### config.mk
export PLATFORM = sky130hd
export DESIGN_NAME = regfile_wb_arbiter
export DESIGN_NICKNAME = d
export VERILOG_FILES = /design/src/rtl/wb_pkg.sv /design/src/rtl/wb_fifo.sv /design/src/rtl/regfile_wb_arbiter.sv
export SDC_FILE = /design/constraint.sdc
export NUM_CORES = 1
export LEC_CHECK = 0
export ABC_CLOCK_PERIOD_IN_PS = 3200
export CAP_MARGIN = 0
export CORE_MARGIN = 2
export CORE_UTILIZATION = 50
export DETAILED_ROUTE_END_ITERATION = 7
export GPL_TIMING_DRIVEN = 0
export PLACE_DENSITY = 0.72
export SKIP_LAST_GASP = 1
export SLEW_MARGIN = 20
export SYNTH_ARGS = -nofsm -noshare
export SYNTH_HDL_FRONTEND = slang
export SYNTH_SLANG_ARGS = --single-unit
### constraint.sdc
create_clock -name clk -period 3.2 [get_ports clk]
set_clock_uncertainty 0.05 [all_clocks]
set_input_delay 0.32 -clock clk [delete_from_list [all_inputs] [get_ports clk]]
set_output_delay 0.32 -clock clk [all_outputs]
set_load 0.1 [all_outputs]
### src/rtl/wb_pkg.sv
// rtl/wb_pkg.sv - shared constants and entry type for the register-file writeback path
package wb_pkg;

    localparam int DATA_W   = 22;
    localparam int ADDR_W   = 4;
    localparam int NUM_REGS = 11;
    localparam int DEPTH    = 4;
    localparam int PTR_W    = $clog2(DEPTH);
    // Wide enough for DEPTH queued writes plus one on the port plus one arriving
    localparam int CNT_W    = $clog2(DEPTH + 2);

    // First non-writable address; r11 is an external read-only input
    localparam logic [ADDR_W-1:0] R_EXT = 4'd11;

    typedef struct packed {
        logic [ADDR_W-1:0] rd;
        logic [DATA_W-1:0] data;
    } wb_entry_t;

endpackage

### src/rtl/wb_fifo.sv
// rtl/wb_fifo.sv - synchronous FIFO of writeback entries
module wb_fifo
    import wb_pkg::*;
(
    input  logic             clk,
    input  logic             rst,
    input  logic             push,
    input  wb_entry_t        push_data,
    input  logic             pop,
    output logic             full,
    output logic             empty,
    output logic [PTR_W:0]   count,
    output wb_entry_t        head
);

    wb_entry_t         mem [DEPTH];
    logic [PTR_W-1:0]  wr_ptr;
    logic [PTR_W-1:0]  rd_ptr;
    logic              do_push;
    logic              do_pop;

    assign full    = (count == (PTR_W + 1)'(DEPTH));
    assign empty   = (count == '0);
    assign do_push = push && !full;
    assign do_pop  = pop && !empty;
    assign head    = mem[rd_ptr];

    // Storage array; contents need no reset because count gates visibility
    always_ff @(posedge clk) begin
        if (do_push) begin
            mem[wr_ptr] <= push_data;
        end
    end

    // Pointers wrap naturally since DEPTH is a power of two
    always_ff @(posedge clk) begin
        if (rst) begin
            wr_ptr <= '0;
            rd_ptr <= '0;
            count  <= '0;
        end else begin
            if (do_push) begin
                wr_ptr <= wr_ptr + PTR_W'(1);
            end
            if (do_pop) begin
                rd_ptr <= rd_ptr + PTR_W'(1);
            end
            case ({do_push, do_pop})
                2'b10:   count <= count + (PTR_W + 1)'(1);
                2'b01:   count <= count - (PTR_W + 1)'(1);
                default: count <= count;
            endcase
        end
    end

endmodule

### src/rtl/regfile_wb_arbiter.sv
// rtl/regfile_wb_arbiter.sv - merges ALU and load writebacks onto the register-file write port
module regfile_wb_arbiter
    import wb_pkg::*;
(
    input  logic                clk,
    input  logic                rst,
    input  logic                alu_valid,
    output logic                alu_ready,
    input  logic [ADDR_W-1:0]   alu_rd,
    input  logic [DATA_W-1:0]   alu_data,
    input  logic                mem_valid,
    output logic                mem_ready,
    input  logic [ADDR_W-1:0]   mem_rd,
    input  logic [DATA_W-1:0]   mem_data,
    output logic                rf_we,
    output logic [ADDR_W-1:0]   rf_wa,
    output logic [DATA_W-1:0]   rf_wd,
    output logic [NUM_REGS-1:0] pend_mask,
    output logic                busy,
    output logic                err_bad_reg
);

    logic              fifo_full;
    logic              fifo_empty;
    logic [PTR_W:0]    fifo_count;
    wb_entry_t         head;
    wb_entry_t         req;
    logic              mem_fire;
    logic              alu_fire;
    logic              any_fire;
    logic              req_ok;
    logic              push;
    logic [CNT_W-1:0]  pend_cnt [NUM_REGS];

    // Loads win; the ALU waits whenever a load is presented
    assign mem_ready = !rst && !fifo_full;
    assign alu_ready = !rst && !fifo_full && !mem_valid;
    assign mem_fire  = mem_valid && mem_ready;
    assign alu_fire  = alu_valid && alu_ready;
    assign any_fire  = mem_fire || alu_fire;

    assign req.rd    = mem_fire ? mem_rd   : alu_rd;
    assign req.data  = mem_fire ? mem_data : alu_data;
    // Out-of-range destinations complete the handshake but are dropped
    assign req_ok    = (req.rd < R_EXT);
    assign push      = any_fire && req_ok;

    assign busy      = (fifo_count != '0) || rf_we;

    wb_fifo u_fifo (
        .clk       (clk),
        .rst       (rst),
        .push      (push),
        .push_data (req),
        .pop       (!fifo_empty),
        .full      (fifo_full),
        .empty     (fifo_empty),
        .count     (fifo_count),
        .head      (head)
    );

    // Drain one entry per cycle onto the registered write port
    always_ff @(posedge clk) begin
        if (rst) begin
            rf_we <= 1'b0;
            rf_wa <= '0;
            rf_wd <= '0;
        end else if (!fifo_empty) begin
            rf_we <= 1'b1;
            rf_wa <= head.rd;
            rf_wd <= head.data;
        end else begin
            rf_we <= 1'b0;
        end
    end

    // Sticky flag for accepted requests targeting a non-writable register
    always_ff @(posedge clk) begin
        if (rst) begin
            err_bad_reg <= 1'b0;
        end else if (any_fire && !req_ok) begin
            err_bad_reg <= 1'b1;
        end
    end

    // Outstanding-write counters: up on enqueue, down when a port write cycle ends
    always_ff @(posedge clk) begin
        for (int r = 0; r < NUM_REGS; r++) begin
            if (rst) begin
                pend_cnt[r] <= '0;
            end else begin
                case ({push && (req.rd == ADDR_W'(r)), rf_we && (rf_wa == ADDR_W'(r))})
                    2'b10:   pend_cnt[r] <= pend_cnt[r] + CNT_W'(1);
                    2'b01:   pend_cnt[r] <= pend_cnt[r] - CNT_W'(1);
                    default: pend_cnt[r] <= pend_cnt[r];
                endcase
            end
        end
    end

    // Decode stalls on any register with a write still in flight
    always_comb begin
        pend_mask = '0;
        for (int r = 0; r < NUM_REGS; r++) begin
            pend_mask[r] = (pend_cnt[r] != '0);
        end
    end

endmodule

# Word level (Yosys, flattened, before mapping)
# Memory sizes are Yosys's and may differ from the RTL's. A register that Yosys moved wholly into a read port is not among the register bits.
# Cells that the tools add are included.
# op_classes
n_addsub	26
magnitude_cmp	1
eq_ne	45
mux	140
n_bitwise	33
reduce_logical	64
# op_table
cell	count
1-bit two-way mux	104
3-bit two-way mux	33
3-bit by 1-bit adder with 3-bit output, second input constant	12
3-bit nonzero test	12
3-bit by 1-bit subtractor with 3-bit output, second input constant	12
1-bit OR	33
4-bit by 3-bit equality test with 1-bit output, second input constant	8
1-bit logical AND	29
2-bit by 1-bit equality test with 1-bit output, second input constant	12
2-bit equality test, second input constant	12
4-bit equality test, second input constant	6
22-bit two-way mux	1
2-bit OR reduction	11
4-bit by 2-bit equality test with 1-bit output, second input constant	4
4-bit by 1-bit equality test with 1-bit output, second input constant	2
4-bit logical NOT	2
1-bit logical NOT	6
3-bit case mux with 2 select lines	1
2-bit by 1-bit adder with 2-bit output, second input constant	2
4-bit < comparator, second input constant	1
4-bit two-way mux	1
3-bit equality test, second input constant	1
3-bit logical NOT	1
1-bit logical OR	2
2-bit nonzero test	1
# totals
regBits	9
ram_bits	137
elab_cells	316
n_memories	2
# memory_table
name	words	width	read_ports	rd_clocked_by_memory_dff	wr	line_no	text
u_fifo.mem	4	26	1	1	1	wb_fifo.sv:16	wb_entry_t mem [DEPTH];
pend_cnt	11	3	11	0	11	regfile_wb_arbiter.sv:33	logic [CNT_W-1:0] pend_cnt [NUM_REGS];

# Logic depth before layout (Yosys ltp)
# depth
word_depth	15
mapped_depth	14
depth_no_buf	12

# Cells and area by module
# From an unflattened synthesis, not the netlist that was laid out.
# unflattened
cells_unflattened	699
hier_area_um2	8664.6
# modules_own_cells
module	instances	cells_each	area_per_inst_um2	seq_area_each_um2
regfile_wb_arbiter	1	509	4391.7	1551.5
wb_fifo	1	190	4272.8	3303.2

# Worst setup path after synthesis
# OpenSTA, ideal clock, no wires.
# synth_path
path_type	input -> output
start	in rst
end	out alu_ready
t_arrival_ps	2792
required_ps	2830
path_slack_ps	38
path_stages	3
cell_sequence	clkbuf_1 > clkbuf_1 > nor3_1
# synth_between
elab_chain_cells	3
# synth_lines
element	line_no	text
start, declared	regfile_wb_arbiter.sv:6	input logic rst,
1-bit logical NOT	regfile_wb_arbiter.sv:37	assign alu_ready = !rst && !fifo_full && !mem_valid;
1-bit logical AND (2 in series)	regfile_wb_arbiter.sv:37	
end, declared	regfile_wb_arbiter.sv:8	output logic alu_ready,
# Every way passes these cells.

==> results.yml <==
outcome:
  status: "finished clean"
worst_setup_path:
  crit_required_ns: 3.31
  cp-end-kind: "register"
  cp-startpoint: "u_fifo.count[2]$_SDFFE_PP0P_"
  timing.rr.start: "u_fifo.count[2]$_SDFFE_PP0P_"
  r2r-end: "pend_cnt[8][2]$_SDFFCE_PN0P_"
  crit_fanout: 6
  startpoint_type: "register"
  rr_worst_depth: 13
  r2r_setup_slack_ns: 0.19
  critPathArrivalTime_ns: 3.12
  criticalPathCategory: "reg -> reg"
route:
  drt_iter0_markers: 391
  avgViaCountPerCell: 5.47
  wl_per_cell_um: 18.1
  drc_errors: 0
  first_pass_iters: 4
  dr_total_vias: 5594
  ant_nets: 0
  wirelength_um: 18600
placement:
  detailed_place_hpwl_um: 12800
  numPortBuffers: 97
  gp_congestion: 0.904
cts:
  clock_sinks: 172
  cts_buffers: 17
  cts_tree: "yes"
  cts-root-buf: "clkbuf_16"
  htreeDepth: 4
  path_clk_slew_ns: 0.07
  cts_hold_buf: 0
  cts_max_path_buffers: 2
  clk_latency_ns: 0.43
floorplanning:
  fp.dieW_um: 135
  die_h_um: 135
  start_util: 0.512
  rows: 47
  coreArea_sq_um: 16600
  die-area_sq_um: 18100
  ios: 98
yosys:
  synth_compound_area_frac: 0.0533
  synth_cells: 674
  synth_top_family_by_area: "simple AND/OR/NAND/NOR gates"
  seq_area_frac_synth: 0.565
  synth_area_per_cell_sq_um: 12.7
  syn_area_sq_um: 8530
  synthMuxAreaShare: 0.118
  synthSimpleGateAreaFrac: 0.123
  yosys.area_share.adder: 0.0860
  synth_xor_area_frac: 0.0236
  synthArstFlopShare: 0
  synth_edf_count: 137
  synth_warnings: 0
  ys_types: 46
  synthFlopType: "edfxtp_1"
  ys_ff_latch: 172
  synth_nets: 788
cells_and_area:
  drive_gt1_frac: 0.151
  largest_reg_flops: 104
  area_growth_pct: 22.2
  n_antenna_cell: 0
  fin_util: 0.626
  layout_common_cells: "edfxtp_1 (137), clkdlybuf4s50_1 (94), nand2_1 (75)"
  top_register: "u_fifo.mem"
  reg_top3: "u_fifo.mem x104, pend_cnt x33, rf_wd x22"
  nets: 904
  mostFrequentLayoutCell: "edfxtp_1"
  n_fill_cell: 1230
power_and_ir_drop:
  vdd_drop_max_mv: 0.746
  finalPower_mw: 8.35
  power.static_leakage_nw: 3.80
  power_density_nw_per_um2: 802
timing:
  relSlewSlack: 0.325
  post-route-period-util: 0.941
  hold_violations: 0
  worstMarginPinSlew_ns: 1.01
  fmax_mhz: 332
  rsz0062_at_grt: "true"
  drv_slew: 0
  fin_crit_ns: 3.01
  setup_viol: 0
global_route:
  grt_first_pass_wirelength_um: 29400
  grt_usage: 0.215
  grt_overflow: 0
  grt_pass1_vias: 5741
  grt_max_degree: 27
  antenna_found_initial: 0
hold_path:
  hold_path_class: "reg -> reg"
  hold_path.startpoint: "err_bad_reg$_SDFFE_PP0P_"
  hold-path-cell-count: 2
  whs_endpoint: "err_bad_reg$_SDFFE_PP0P_"
run:
  maxCapViolCount: 0
synth_stat cells, types with 2 or more instances:
cell type	count	area (sq um)
ha_1	57	713
nor4b_1	2	17.5
nor3_1	18	90.1
nor3b_1	4	30.0
xor2_1	22	193
nand4_1	7	43.8
mux2i_1	8	80.1
a21oi_1	38	190
mux4_2	26	586
and2_1	5	31.3
a211oi_1	3	22.5
edfxtp_1	137	4110
nand3b_1	5	37.5
a22oi_1	5	37.5
and3b_1	2	17.5
or2_2	5	31.3
inv_1	37	139
buf_2	8	40.0
buf_1	2	7.51
or3_1	5	31.3
nand3_1	3	15.0
nand2b_1	18	113
nor2_1	47	176
o21ai_0	6	30.0
o21bai_1	11	82.6
mux2_2	30	338
nand2_1	75	282
clkbuf_1	20	75.1
dfxtp_1	35	701
o211ai_1	2	15.0
nor2b_1	14	87.6
o31ai_1	3	22.5
metal layers:
layer	track usage	wire length, um
met5	0	0
met1	0.264	7820
met3	0.0398	833
met4	0.0760	318
met2	0.381	9590
how the worst max path moves through the flow:
stage                                   endpoint  slack, ns  depth (start not counted)
finish              pend_cnt[8][2]$_SDFFCE_PN0P_       0.19                         13
global route        pend_cnt[8][2]$_SDFFCE_PN0P_      -0.02                         13
detailed placement  pend_cnt[8][2]$_SDFFCE_PN0P_      -0.73                         15
CTS                 pend_cnt[8][2]$_SDFFCE_PN0P_      0.007                         15
floorplan                              alu_ready       0.04                          3
global placement                       mem_ready      -0.68                          6
per-stage QoR:
step	std cells	worst slack, ns	hold slack, ns	TNS (ns)	instance area (sq um)
global route	1023	-0.0214	0.425	-0.0214	10400
detailed placement	992	-0.734	0.395	-5.65	9810
CTS	1024	0.00653	0.404	0	10400
finish	1023	0.189	0.400	0	10400
floorplan	674	0.0379	0.428	0	8530
global placement	991	-0.681	0.394	-39.82	9770
worst max-delay path: stages (launching register included):
cell	delay [ns]
dfxtp_1	0.39
or3b_1	0.35
buf_2	0.17
a211oi_1	0.27
a21oi_2	0.13
or2_2	0.32
ha_1	0.24
nand2b_1	0.11
xnor2_1	0.12
ha_1	0.19
nor2_1	0.05
mux2i_1	0.16
xor2_1	0.16
nor3_1	0.06
timing repair:
action,in CTS,in global routing
setup buffers,0,0
cloned,0,0
hold endpoints to repair,0,0
gates resized for setup,11,11
setup endpoints to repair,4,3
report_power, final:
part	switching (mW)	internal, mW
clock network	0.872	1.12
logic	2.41	1.02
registers	0.196	2.74
cells by family (layout without fill, tap and decap cells):
kind of cell    Yosys count  in the layout
compound gates           74             74
xor+xnor                 23             23
fa+ha+maj                58             58
buf+inv                  68            197
flops                   172            172
mux                      64             64
simple gates            215            215
layout make-up:
type | count | area [sq um] | share of cell area
Multi-Input combinational cell | 434 | 3480 | 0.334
Buffer | 30 | 143 | 0.0137
Clock inverter | 12 | 113 | 0.0108
Clock buffer | 20 | 457 | 0.0438
Tap cell | 220 | 275 | 0.0264
Inverter | 37 | 139 | 0.0133
Timing Repair Buffer | 98 | 995 | 0.0955
Sequential cell | 172 | 4810 | 0.462
No activity file was read; power rests on OpenSTA's default activity.
